`config.mk`:
```
export PLATFORM = sky130hd
export DESIGN_NAME = ucode_seq
export DESIGN_NICKNAME = d
export VERILOG_FILES = /design/src/rtl/ucode_seq_pkg.sv /design/src/rtl/ucode_seq_ram.sv /design/src/rtl/ucode_seq.sv
export SDC_FILE = /design/constraint.sdc
export NUM_CORES = 1
export LEC_CHECK = 0
export ABC_AREA = 1
export BUFFER_PORTS_ARGS = -buffer_cell sky130_fd_sc_hd__buf_4
export CAP_MARGIN = 25
export CORE_MARGIN = 2
export CORE_UTILIZATION = 65
export DETAILED_ROUTE_END_ITERATION = 8
export PLACE_DENSITY_LB_ADDON = 0.05
export REMOVE_ABC_BUFFERS = 1
export SLEW_MARGIN = 20
export SYNTH_ARGS = -nofsm -noshare
export SYNTH_HDL_FRONTEND = slang
export SYNTH_HIERARCHICAL = 1
export SYNTH_SLANG_ARGS = --single-unit
export TNS_END_PERCENT = 10
```
`constraint.sdc`:
```
create_clock -name clk -period 7.75 [get_ports clk]
set_clock_uncertainty 0.05 [all_clocks]
set_input_delay 0.3875 -clock clk [delete_from_list [all_inputs] [get_ports clk]]
set_output_delay 0.3875 -clock clk [all_outputs]
set_load 0.05 [all_outputs]
```
`src/rtl/ucode_seq_pkg.sv`:
```
// ucode_seq_pkg: shared types and word-layout helpers for the microcode sequencer.
// Every field offset and width is derived from N_IN / N_OUT / DEPTH so the top
// and the bench agree on one layout: end | tsel | tpol | nxt_t | nxt_f | out.
package ucode_seq_pkg;

  typedef enum logic {
    IDLE = 1'b0,
    RUN  = 1'b1
  } state_t;

  // Upper bound on microword width; the extraction helper works on this width.
  localparam int MAX_WORD_W = 512;
  typedef logic [MAX_WORD_W-1:0] wide_t;

  function automatic int f_aw(input int depth);
    return $clog2(depth);
  endfunction

  function automatic int f_iw(input int n_in);
    return $clog2(n_in + 1);
  endfunction

  function automatic int f_word_w(input int n_in, input int n_out, input int depth);
    return 1 + f_iw(n_in) + 1 + 2 * f_aw(depth) + n_out;
  endfunction

  function automatic int f_out_lsb();
    return 0;
  endfunction

  function automatic int f_nxt_f_lsb(input int n_out);
    return n_out;
  endfunction

  function automatic int f_nxt_t_lsb(input int n_out, input int depth);
    return n_out + f_aw(depth);
  endfunction

  function automatic int f_tpol_lsb(input int n_out, input int depth);
    return n_out + 2 * f_aw(depth);
  endfunction

  function automatic int f_tsel_lsb(input int n_out, input int depth);
    return f_tpol_lsb(n_out, depth) + 1;
  endfunction

  function automatic int f_end_lsb(input int n_in, input int n_out, input int depth);
    return f_tsel_lsb(n_out, depth) + f_iw(n_in);
  endfunction

  // Pull a right-justified field of `width` bits starting at `lsb` out of a word.
  function automatic wide_t f_field(input wide_t word, input int lsb, input int width);
    wide_t mask;
    mask = (wide_t'(1) << width) - wide_t'(1);
    return (word >> lsb) & mask;
  endfunction

endpackage

```
`src/rtl/ucode_seq_ram.sv`:
```
// ucode_seq_ram: DEPTH x W microcode store. Synchronous write, asynchronous
// read, and a synchronous clear of every word while rst is high.
module ucode_seq_ram #(
  parameter int DEPTH = 16,
  parameter int W     = 54,
  parameter int AW    = 4
) (
  input  logic          clk,
  input  logic          rst,
  input  logic          i_we,
  input  logic [AW-1:0] i_waddr,
  input  logic [W-1:0]  i_wdata,
  input  logic [AW-1:0] i_raddr,
  output logic [W-1:0]  o_rdata
);

  logic [W-1:0] r_mem [DEPTH];

  // Word store: clear-all on reset, otherwise write one word when enabled.
  // NOTE: resetting every word forces this into flops rather than a RAM macro;
  // that is intended here because the sequencer must start from all-zero code.
  always_ff @(posedge clk) begin
    if (rst) begin
      for (int i = 0; i < DEPTH; i++) begin
        r_mem[i] <= '0;
      end
    end else if (i_we) begin
      r_mem[i_waddr] <= i_wdata;
    end
  end

  assign o_rdata = r_mem[i_raddr];

endmodule

```
`src/rtl/ucode_seq.sv`:
```
// ucode_seq: microcode sequencer. Each RUN cycle fetches mem[pc], drives its
// out field on y, tests one condition input and branches to nxt_t / nxt_f,
// until a word with end=1 returns the FSM to IDLE with a one-cycle done pulse.
// Optional build macro UCODE_SEQ_WDOG_EN adds a step watchdog that aborts a
// run after MAX_STEPS cycles and raises the sticky wd_err flag.
module ucode_seq
  import ucode_seq_pkg::*;
#(
  parameter  int N_IN      = 18,
  parameter  int N_OUT     = 39,
  parameter  int DEPTH     = 16,
  parameter  int MAX_STEPS = 64,
  localparam int AW        = f_aw(DEPTH),
  localparam int IW        = f_iw(N_IN),
  localparam int W         = f_word_w(N_IN, N_OUT, DEPTH)
) (
  input  logic             clk,
  input  logic             rst,
  input  logic             cfg_we,
  input  logic [AW-1:0]    cfg_addr,
  input  logic [W-1:0]     cfg_wdata,
  input  logic             start,
  input  logic [N_IN-1:0]  x,
  output logic [N_OUT-1:0] y,
  output logic             busy,
  output logic             done,
  output logic [AW-1:0]    pc,
  output logic             wd_err
);

  localparam int OUT_LSB   = f_out_lsb();
  localparam int NXT_F_LSB = f_nxt_f_lsb(N_OUT);
  localparam int NXT_T_LSB = f_nxt_t_lsb(N_OUT, DEPTH);
  localparam int TPOL_LSB  = f_tpol_lsb(N_OUT, DEPTH);
  localparam int TSEL_LSB  = f_tsel_lsb(N_OUT, DEPTH);
  localparam int END_LSB   = f_end_lsb(N_IN, N_OUT, DEPTH);

  // Any tsel at or above this value selects the "always true" condition.
  localparam logic [IW-1:0] TSEL_LIM = IW'(N_IN);
  // x zero-extended to every tsel code so the index is always in range.
  localparam int XPAD_W = 2 ** IW;

  state_t           r_state;
  logic [AW-1:0]    r_pc;
  logic             r_done;

  logic             w_mem_we;
  logic [W-1:0]     w_rdata;
  logic             w_end;
  logic [IW-1:0]    w_tsel;
  logic             w_tpol;
  logic [AW-1:0]    w_nxt_t;
  logic [AW-1:0]    w_nxt_f;
  logic [N_OUT-1:0] w_out;
  logic [XPAD_W-1:0] w_x_pad;
  logic             w_cond;
  logic [AW-1:0]    w_next_pc;
  logic             w_run;
  logic             w_wd_trip;

  assign w_run = (r_state == RUN);

  // Writes are only honoured while idle so a running program never changes under itself.
  assign w_mem_we = cfg_we && !w_run;

  ucode_seq_ram #(
    .DEPTH (DEPTH),
    .W     (W),
    .AW    (AW)
  ) u_ram (
    .clk     (clk),
    .rst     (rst),
    .i_we    (w_mem_we),
    .i_waddr (cfg_addr),
    .i_wdata (cfg_wdata),
    .i_raddr (r_pc),
    .o_rdata (w_rdata)
  );

  // Field decode of the word at the registered pc.
  assign w_end   = 1'(f_field(wide_t'(w_rdata), END_LSB, 1));
  assign w_tsel  = IW'(f_field(wide_t'(w_rdata), TSEL_LSB, IW));
  assign w_tpol  = 1'(f_field(wide_t'(w_rdata), TPOL_LSB, 1));
  assign w_nxt_t = AW'(f_field(wide_t'(w_rdata), NXT_T_LSB, AW));
  assign w_nxt_f = AW'(f_field(wide_t'(w_rdata), NXT_F_LSB, AW));
  assign w_out   = N_OUT'(f_field(wide_t'(w_rdata), OUT_LSB, N_OUT));

  assign w_x_pad   = {{(XPAD_W - N_IN){1'b0}}, x};
  assign w_cond    = (w_tsel >= TSEL_LIM) ? 1'b1 : (w_x_pad[w_tsel] ^ w_tpol);
  assign w_next_pc = w_cond ? w_nxt_t : w_nxt_f;

`ifdef UCODE_SEQ_WDOG_EN
  localparam int SW = $clog2(MAX_STEPS + 1);
  localparam logic [SW-1:0] STEP_LAST = SW'(MAX_STEPS - 1);

  logic [SW-1:0] r_steps;
  logic          r_wd_err;

  // Trip on the MAX_STEPS-th RUN cycle unless that word ends the program anyway.
  assign w_wd_trip = w_run && !w_end && (r_steps == STEP_LAST);

  // Step counter and sticky abort flag; both clear when a new start is accepted.
  // NOTE: sequential state always uses non-blocking assignment so every flop
  // samples pre-edge values regardless of statement order.
  always_ff @(posedge clk) begin
    if (rst) begin
      r_steps  <= '0;
      r_wd_err <= 1'b0;
    end else if (!w_run) begin
      if (start) begin
        r_steps  <= '0;
        r_wd_err <= 1'b0;
      end
    end else begin
      r_steps <= r_steps + 1'b1;
      if (w_wd_trip) begin
        r_wd_err <= 1'b1;
      end
    end
  end

  assign wd_err = r_wd_err;
`else
  assign w_wd_trip = 1'b0;
  assign wd_err    = 1'b0;
`endif

  // Sequencer FSM: accept start in IDLE, step one word per cycle in RUN.
  always_ff @(posedge clk) begin
    if (rst) begin
      r_state <= IDLE;
      r_pc    <= '0;
      r_done  <= 1'b0;
    end else begin
      r_done <= 1'b0;
      case (r_state)
        IDLE: begin
          r_pc <= '0;
          if (start) begin
            r_state <= RUN;
          end
        end
        RUN: begin
          if (w_end) begin
            r_state <= IDLE;
            r_pc    <= '0;
            r_done  <= 1'b1;
          end else if (w_wd_trip) begin
            r_state <= IDLE;
            r_pc    <= '0;
          end else begin
            r_pc <= w_next_pc;
          end
        end
        default: begin
          r_state <= IDLE;
          r_pc    <= '0;
        end
      endcase
    end
  end

  assign busy = w_run;
  assign done = r_done;
  assign pc   = r_pc;
  assign y    = w_run ? w_out : '0;

endmodule

```
Word level (Yosys, flattened, before mapping)
Memories as Yosys holds them, arrays and structs flattened. A register that Yosys moved wholly into a read port is not among the register bits.
Index checks and enable logic that the tools add are counted.
W data, S select, Z words.

word-level totals
  register bits after elaboration = 6
  input bits = 80
  memory bits (writable) = 864
  memories kept = 1

memories
  name         depth  width  rd ports  clocked after Yosys merged registers in  wr ports  RTL line             RTL
  u_ram.r_mem  16     54     1         1                                        16        ucode_seq_ram.sv:17  logic [W-1:0] r_mem [DEPTH];

operators by class
  mux-type cells = 20
  bitwise logic cells = 2
  $lt $le $gt $ge = 2
  reduce and logical (&&, ||, !) cells = 4

operators by type and width
  kind                  number
  $mux W54              1
  $reduce_or A54 Y1     1
  $mux W39              1
  $mux W4               4
  $mux W1               11
  $pmux W4 S2           1
  $lt A5 B6 Y1 const B  1
  $bmux W1 S5           1
  $ge A5 B5 Y1 const B  1
  $pmux W1 S2           1
  $reduce_or A2 Y1      1
  $logic_and A1 B1 Y1   1
  $logic_not A1 Y1      1
  $not A1 Y1            1
  $xor A1 B1 Y1         1

Logic depth before layout (Yosys ltp)
Gate-level depths: netlist of run 1.

  word-level depth = 8
  mapped depth = 24
  mapped depth without buffers = 20

Cells and area by module
The synthesis of run 1 kept the hierarchy.

by module, submodules not included
  module         cells an instance  area each (um^2)  instances
  ucode_seq_ram  4574               41457.3           1
  ucode_seq      193                939.7             1

Least setup slack after synthesis of run 1
No wires, ideal clock.

  kind = reg2reg
  start = reg r_state (netlist: busy)
  end = mem u_ram.r_mem[12][0], enable pin
  period minus slack after synthesis = 3460 ps
  cell stages (with the launch flop) = 9
  arrival time = 2786 ps
  path slack = 4290 ps
  cell sequence = dfxtp_1 clkbuf_1 clkbuf_1 nor2_1 nand2_1 nor3_4 nand2_2 buf_6 nand2_1

RTL lines
  item                    RTL line             RTL
  from (decl)             ucode_seq.sv:43      state_t r_state;
  from (signal assigned)  ucode_seq.sv:131     r_state <= IDLE;
  from (signal assigned)  ucode_seq.sv:140     r_state <= RUN;
  from (signal assigned)  ucode_seq.sv:145     r_state <= IDLE;
  to (decl)               ucode_seq_ram.sv:17

==> results of run 1 <==
[per-layer routing]
layer	vias up	global-route usage, %
li1	14700	-
met4	0	12.1
met3	227	3.53
met5	-	0
met2	1566	55.0
met1	14700	43.6
[logic make-up (layout without fill, tap and decap cells)]
logic type      count (synthesis)  after routing  synth area share (%)
simple gates                 2793           2793                  27.1
buf+inv                      1101           1076                  11.4
flops                         870            870                  61.5
compound gates                  2              2                0.0295
other cells                     1              1               0.00884
[final timing paths]
kind	start	endpoint	slack, ps	cells past startpoint
hold / removal	cfg_wdata[19]	u_ram/r_mem[12][19]	270	3
setup reg to reg	pc[0]	pc[2]	3960	15
hold reg to reg	busy	done	870	3
setup / recovery	pc[0]	y[20]	3440	11
[worst reg2reg max path, stage by stage (launching register included)]
cell     delay [ps]
dfxtp_4         720
buf_4           570
buf_4           900
nand2_1         140
nand2_1         110
nand2_1          50
nand3_1          90
nand3_1         150
nand2_1         180
inv_1            90
or2_1           260
nand3_1         100
nand3_2         110
nand2_1          80
inv_1            50
nor2_2           80
[power groups by stage]
| stage | Combinational (W) | Sequential (W) | Clock, W |
|---|---|---|---|
| 6_report | 0.00245 | 0.00545 | 0.00389 |
| 5_1_grt | 0.00266 | 0.00547 | 0.00409 |
| 4_1_cts | 0.00242 | 0.00545 | 0.00394 |
| 3_5_place_dp | 0.00241 | 0.00555 | 0 |
| 3_3_place_gp | 0.00238 | 0.00554 | 0 |
| 2_1_floorplan | 0.00168 | 0.00567 | 0 |
[state kept, by name, indices dropped and copies added (netlist names)]
| register | cells |
|---|---|
| busy | 1 |
| u_ram/r_mem | 864 |
| done | 1 |
| pc | 4 |
[cell type report]
| type | count | area, um2 | area share (%) |
|---|---|---|---|
| Inverter | 783 | 2970 | 6.52 |
| Tap cell | 855 | 1070 | 2.35 |
| Sequential cell | 870 | 26100 | 57.3 |
| Clock buffer | 113 | 2270 | 5.00 |
| Clock inverter | 38 | 274 | 0.602 |
| Timing Repair Buffer | 142 | 1130 | 2.49 |
| Multi-Input combinational cell | 2796 | 11700 | 25.7 |
[timing repair]
action                    4_1_cts  5_1_grt
hold endpoints to repair        2        0
gates resized for setup         0        0
buffers inserted                0        0
hold buffers                    2        0
[stage by stage]
stage	hold WS, ps	util, %	cells
final	267	70.6	5597
after global placement	543	66.6	5443
after floorplan	414	-	4449
after global routing	305	70.6	5597
after detailed placement	543	66.6	5443
after CTS	248	70.5	5596
[placed cells by master (no fill, tap or decap), drive strengths merged]
cell type	synthesis	layout
dfxtp	6	6
nor3	5	5
nor2	872	872
inv	783	783
dlygate4sd3	0	2
nor3b	1	1
nand3	671	671
buf	190	140
clkinv	0	34
clkbuf	128	113
o21bai	1	1
a21oi	1	1
or2	1	1
nand2	1243	1243
edfxtp	864	864
conb	1	1
bufinv	0	4
==> key figures, run 1 <==
Outcome
  • Status: complete, no violations

Critical path
  • Crit path capture type: primary output
  • Worst EP arrival: between 3000 and 4000 ps
  • Crit-path max cell delay: roughly 860 ps
  • Req. time, crit path: 7310 ps
  • CP max FO: 86
  • Worst path slowest cell: buf_4
  • Most used cell, CP: nand2_1
  • Crit path cell chain: buf_4 -> buf_4 -> nand2_1 -> nand2_1 -> nand2_1 -> nand3_1 -> nand3_1 -> nand2_1 -> nand2_1 -> inv_1 -> buf_4
  • Kind of critical path: register to primary output
  • CP Buf/Inv Count: 4
  • CP Launch Type: register
  • Top Family by Delay on Critical Path: buffers and inverters

STA
  • Fmax: approximately 0.23 GHz
  • RSZ-0062 raised after global routing: no
  • Max-Slew Margin vs Limit: between 10 and 15%
  • Crit share post-route: ~56%
  • Post-route minimum period: 4310 ps
  • Setup_tns: 0 ps
  • Worst-Margin Slew: around 1300 ps
  • Setup WS post-layout: between 3000 and 4000 ps
  • Final setup viols: 0
  • Fin. max-slew vios: 0
  • Final Hold Viols: 0

Placement
  • Setup slack at placement: about 3600 ps
  • Area post-placement: between 40,000 and 50,000 um2
  • IO buf count: ~120
  • Post-DP HPWL: around 54 mm
  • Gp weighted congestion: ~0.79

Drt
  • Routed wl met2: about 53 mm
  • M1 wire length: around 43 mm
  • Met3 WL: between 9 and 10 mm
  • Vias/cell: around 5.6
  • ANT nets after route: 0
  • DR WL/cell: about 19 um
  • Top routing layer in use: met4
  • DR pass1 iterations: 6
  • Remaining DRCs: 0
  • Vias: 31.2k
  • WL final: between 100 and 150 mm
  • Initial DRC count: about 3.5k

Floorplanning
  • Initial cell density of the core: between 60% and 70%
  • IO Pins: between 100 and 150
  • Overall die height: between 200 and 300 um
  • Die W: between 200 and 300 um
  • Die area: 67,300 um2
  • Core area: ~64,000 um2
  • # rows: 93

Logic synthesis
  • Synth Instances: between 4k and 5k
  • Post-synth top area share: between 60% and 70%
  • Post-Syn Area: about 42,000 um2
  • Synth unique cells: 23
  • Sequential fraction of the synthesis area: between 60 and 70%
  • Main synth FF type: edfxtp_1
  • Synth cell count leaders: 1,220 x nand2_1, 868 x nor2_1, 864 x edfxtp_1
  • Post-synthesis register bit count: 870
  • Number of synthesized flops with an enable pin: about 860
  • Largest area contributor in the netlist: edfxtp_1
  • Cell with the most instances after synthesis: nand2_1
  • Post-synthesis area per instance: approximately 8.9 um2
  • Ys Warns: 6
  • Post-synth ARST share: 0%
  • Synth area leaders: edfxtp_1 61%, nand2_1 11%, nand3_1 7.9%, nor2_1 7.7%, inv_1 6.8%

Pwr
  • Internal: 0.00820 W
  • PD cells: approximately 260 nW/um2
  • Clock network power share: between 30% and 40%
  • Total power: between 0.01 and 0.015 W
  • Logic pwr share: 20.8%
  • Sw frac: 30.4%
  • Switching pwr: roughly 0.0036 W
  • Leakage: about 21 nW
  • Sequential power share: between 40% and 50%
  • Maximum VDD drop: approximately 0.00021 V

Finish
  • Final Cell Area: 45,500 um2
  • Share of post-route cells with drive strength above 1: roughly 6.7%
  • N_diodes: 0
  • Synthesis-to-layout area growth: 7.30%
  • Nets: between 4k and 5k
  • Layout filler cell count: 5,032

Clock network
  • Root Driver: clkbuf_16
  • H-Tree Depth: 3
  • Inserted Clock Buffers: 87
  • Clock Sinks: 870
  • Longest Clk Path Bufs: 3
  • CTS clock-pin slew for the worst setup and hold paths: ~60 ps
  • CTS tree: built
  • Clock Latency Late Sink: between 600 and 700 ps

Global route
  • First-pass GRT wire length: about 170 mm
  • Largest net degree at the start of global routing: around 180
  • Initial antenna violation count: 0
  • All-Layer GR Usage: 32.4%
  • GR Overflow Total: 0
  • Vias in the first global route: 29.6k

Run
  • Max-cap violations: 0

Worst hold path
  • Class of the worst hold path: input pin to register
Power figures use the tool's default switching activity.
==> inputs of run 2 (changes only) <==
Settings changed: CORE_UTILIZATION 65 to 57.
Clock period 7.75 ns to 3.8 ns, I/O delays scaled along.
==> run 2 against run 1 <==
Against the previous run:
- non-clock buffer count rose by 54
- clock power rose by 130%
- first-iteration DRC count fell by 1.7%
- combinational power rose by 110%
- critical endpoint is now y[10]
==> key figures, run 2 (synthesis gave the netlist of run 1 again) <==
STA
  • Post-route minimum period: approximately 3500 ps
  • Final setup viols: 0 (unchanged)
  • Crit share post-route: 92.5%
  • Setup_tns: 0 ps (unchanged)
  • Max-Slew Margin vs Limit: 25.6% (+11 points)
  • Final Hold Viols: 0 (unchanged)
  • Fin. max-slew vios: 0 (unchanged)
  • Setup WS post-layout: 286 ps (-3160 ps)
  • Min Hold Slack: 43.7 ps (-224 ps)
  • Fmax: 0.285 GHz
  • Worst-Margin Slew: 1120 ps (-168 ps)
  • RSZ-0062 raised after global routing: no

Drt
  • Vias/cell: 5.50 (-1.2%)
  • Initial DRC count: 3,437 (-1.7%)
  • Vias: 31.8k (+2.1%)
  • ANT nets after route: 0 (unchanged)
  • WL final: 122 mm (+12%)
  • DR WL/cell: 21.2 um (+8.8%)
  • DR pass1 iterations: 6 (unchanged)
  • Remaining DRCs: 0 (unchanged)

Clock network
  • Setup Fix Bufs, Post-CTS: 0 (unchanged)
  • Inserted Clock Buffers: 94 (+8.0%)
  • CTS clock-pin slew for the worst setup and hold paths: 60 ps (about the same)
  • Clock Latency Late Sink: 650 ps (+20 ps)
  • CTS tree: built
  • Root Driver: clkbuf_16
  • Longest Clk Path Bufs: 3 (unchanged)
  • Clock Sinks: 870 (unchanged)
  • H-Tree Depth: 3 (unchanged)

Critical path
  • Crit-path max cell delay: 710 ps (-150 ps)
  • Worst path slowest cell: buf_4
  • Start of the worst register-to-register path: pc[0]
  • Req. time, crit path: 3560 ps (-3750 ps)
  • Kind of critical path: register to primary output
  • R2R Setup Slk: 980 ps (-2980 ps)
  • Crit path capture: y[10]
  • Crit path cell chain: inv_8 -> buf_4 -> nand2_1 -> nand2_1 -> nand2_1 -> nand3_1 -> nand3_1 -> nand2_1 -> nand2_1 -> inv_1 -> buf_4
  • CP Launch Type: register
  • RR Endpoint: pc[1]
  • Worst EP arrival: 3270 ps (-600 ps)
  • CP max FO: 83 (-3.5%)
  • Most used cell, CP: nand2_1
  • Worst Reg-to-Reg Cells: 19 (+4)
  • Worst Setup SP: pc[0]
  • Crit path capture type: primary output

Pwr
  • Logic pwr share: 20.3% (-0.5 points)
  • PD cells: 539 nW/um2 (+110%)
  • Sw frac: 30.2% (-0.23 points)
  • Leakage: 21.4 nW (+2.5%)
  • Switching pwr: 0.00759 W (+110%)
  • Maximum VDD drop: 0.000348 V (+64%)
  • Internal: 0.0175 W (+110%)
  • Clock network power share: 35.6% (+2.6 points)
  • Sequential power share: 44.1% (-2.1 points)

Floorplanning
  • Core area: 74,100 um2 (+15%)
  • Initial cell density of the core: 57.2% (-8.5 points)
  • IO Pins: 126 (unchanged)
  • # rows: 100 (+7.5%)
  • Die area: 76,600 um2 (+14%)
  • Die W: 277 um (+6.7%)
  • Overall die height: 277 um (+6.7%)

Global route
  • First-pass GRT wire length: 184 mm (+11%)
  • All-Layer GR Usage: 31.8% (-0.61 points)
  • Vias in the first global route: 30.2k (+2.0%)
  • Initial antenna violation count: 0 (unchanged)
  • Largest net degree at the start of global routing: 139 (-21%)
  • GR Overflow Total: 0 (unchanged)

Placement
  • Gp weighted congestion: 0.797 (+0.73%)
  • Post-DP HPWL: 58.9 mm (+9.9%)
  • Placed cells: 5,611 (+3.1%)
  • Setup slack at placement: 1010 ps (-2630 ps)
  • IO buf count: 124 (unchanged)

Finish
  • Most common cell after layout, fill and taps aside: nand2_1
  • Most frequent cells in the layout: 1,204 x nand2_1, 868 x nor2_1, 864 x edfxtp_1
  • Nets: 4,821 (+1.3%)
  • Share of post-route cells with drive strength above 1: 8.04% (+1.3 points)
  • Non-Filler Instances: 5,785 (+3.4%)
  • Biggest register: u_ram/r_mem
  • Largest register FFs: 864 (unchanged)
  • Synthesis-to-layout area growth: 9.99%
  • N_diodes: 0 (unchanged)
  • Layout filler cell count: 6,239 (+24%)

Worst hold path
  • Class of the worst hold path: input pin to register

Run
  • Max-cap violations: 0 (unchanged)

Outcome
  • Status: complete, no violations
-- run 2: cell count changes in the layout (fill, tap and decap cells not counted) --
cell	previous run	this run
clkinv_8	0	1
bufinv_16	4	8
inv_6	1	2
clkbuf_16	87	98
clkbuf_1	26	19
buf_4	135	176
clkinv_1	16	30
buf_12	5	18
clkinv_2	18	14
-- run 2: cell type report --
cell class | instances | area [um2] | area share [%]
Timing Repair Buffer | 196 | 1700 | 3.65
Tap cell | 969 | 1210 | 2.60
Clock inverter | 54 | 452 | 0.969
Multi-Input combinational cell | 2796 | 11700 | 25.1
Inverter | 783 | 2970 | 6.36
Sequential cell | 870 | 26100 | 55.9
Clock buffer | 117 | 2520 | 5.41
-- run 2: power by group through the flow --
stage	Clock [W]	Sequential (W)	Combinational (W)
floorplan	0	0.0116	0.00343
global placement	0	0.0113	0.00499
detailed placement	0	0.0113	0.00502
CTS	0.00906	0.0111	0.00506
global route	0.00942	0.0111	0.00557
finish	0.00895	0.0111	0.00510
-- run 2: metrics by stage --
stage / util, % / area [um2] / power, W
detailed placement: 58.9 / 43600 / 0.0163
finish: 63.0 / 46600 / 0.0251
floorplan: - / 40500 / 0.0150
global route: 63.0 / 46600 / 0.0261
global placement: 58.9 / 43600 / 0.0162
CTS: 62.9 / 46600 / 0.0252
-- run 2: per-layer routing --
metal	global-route usage (%)	share of wire (%)	vias up
li1	-	-	14800
met1	43.3	41	15200
met2	53.2	48	1554
met3	3.68	8.2	277
met4	11.8	3.2	0
met5	0	0	-
-- run 2: worst min path at each step --
stage,startpoint,endpoint,slack [ps],cells past startpoint
after detailed placement,rst,done,340,2
after floorplan,rst,done,220,1
final,cfg_wdata[37],u_ram/r_mem[2][37],40,3
after CTS,cfg_wdata[19],u_ram/r_mem[6][19],20,3
after global placement,rst,done,340,2
after global routing,cfg_wdata[32],u_ram/r_mem[3][32],70,3
-- run 2: worst max-delay path: cells and delay by family (launching register included) --
| kind | cells | cell delay, ps |
|---|---|---|
| buf+inv | 4 | 1450 |
| simple gates | 7 | 710 |
| flops | 1 | 440 |
-- run 2: what timing repair did --
item	in CTS	in global routing
endpoints found under the hold margin	6	0
hold buffers	2	0
resized for setup	0	0
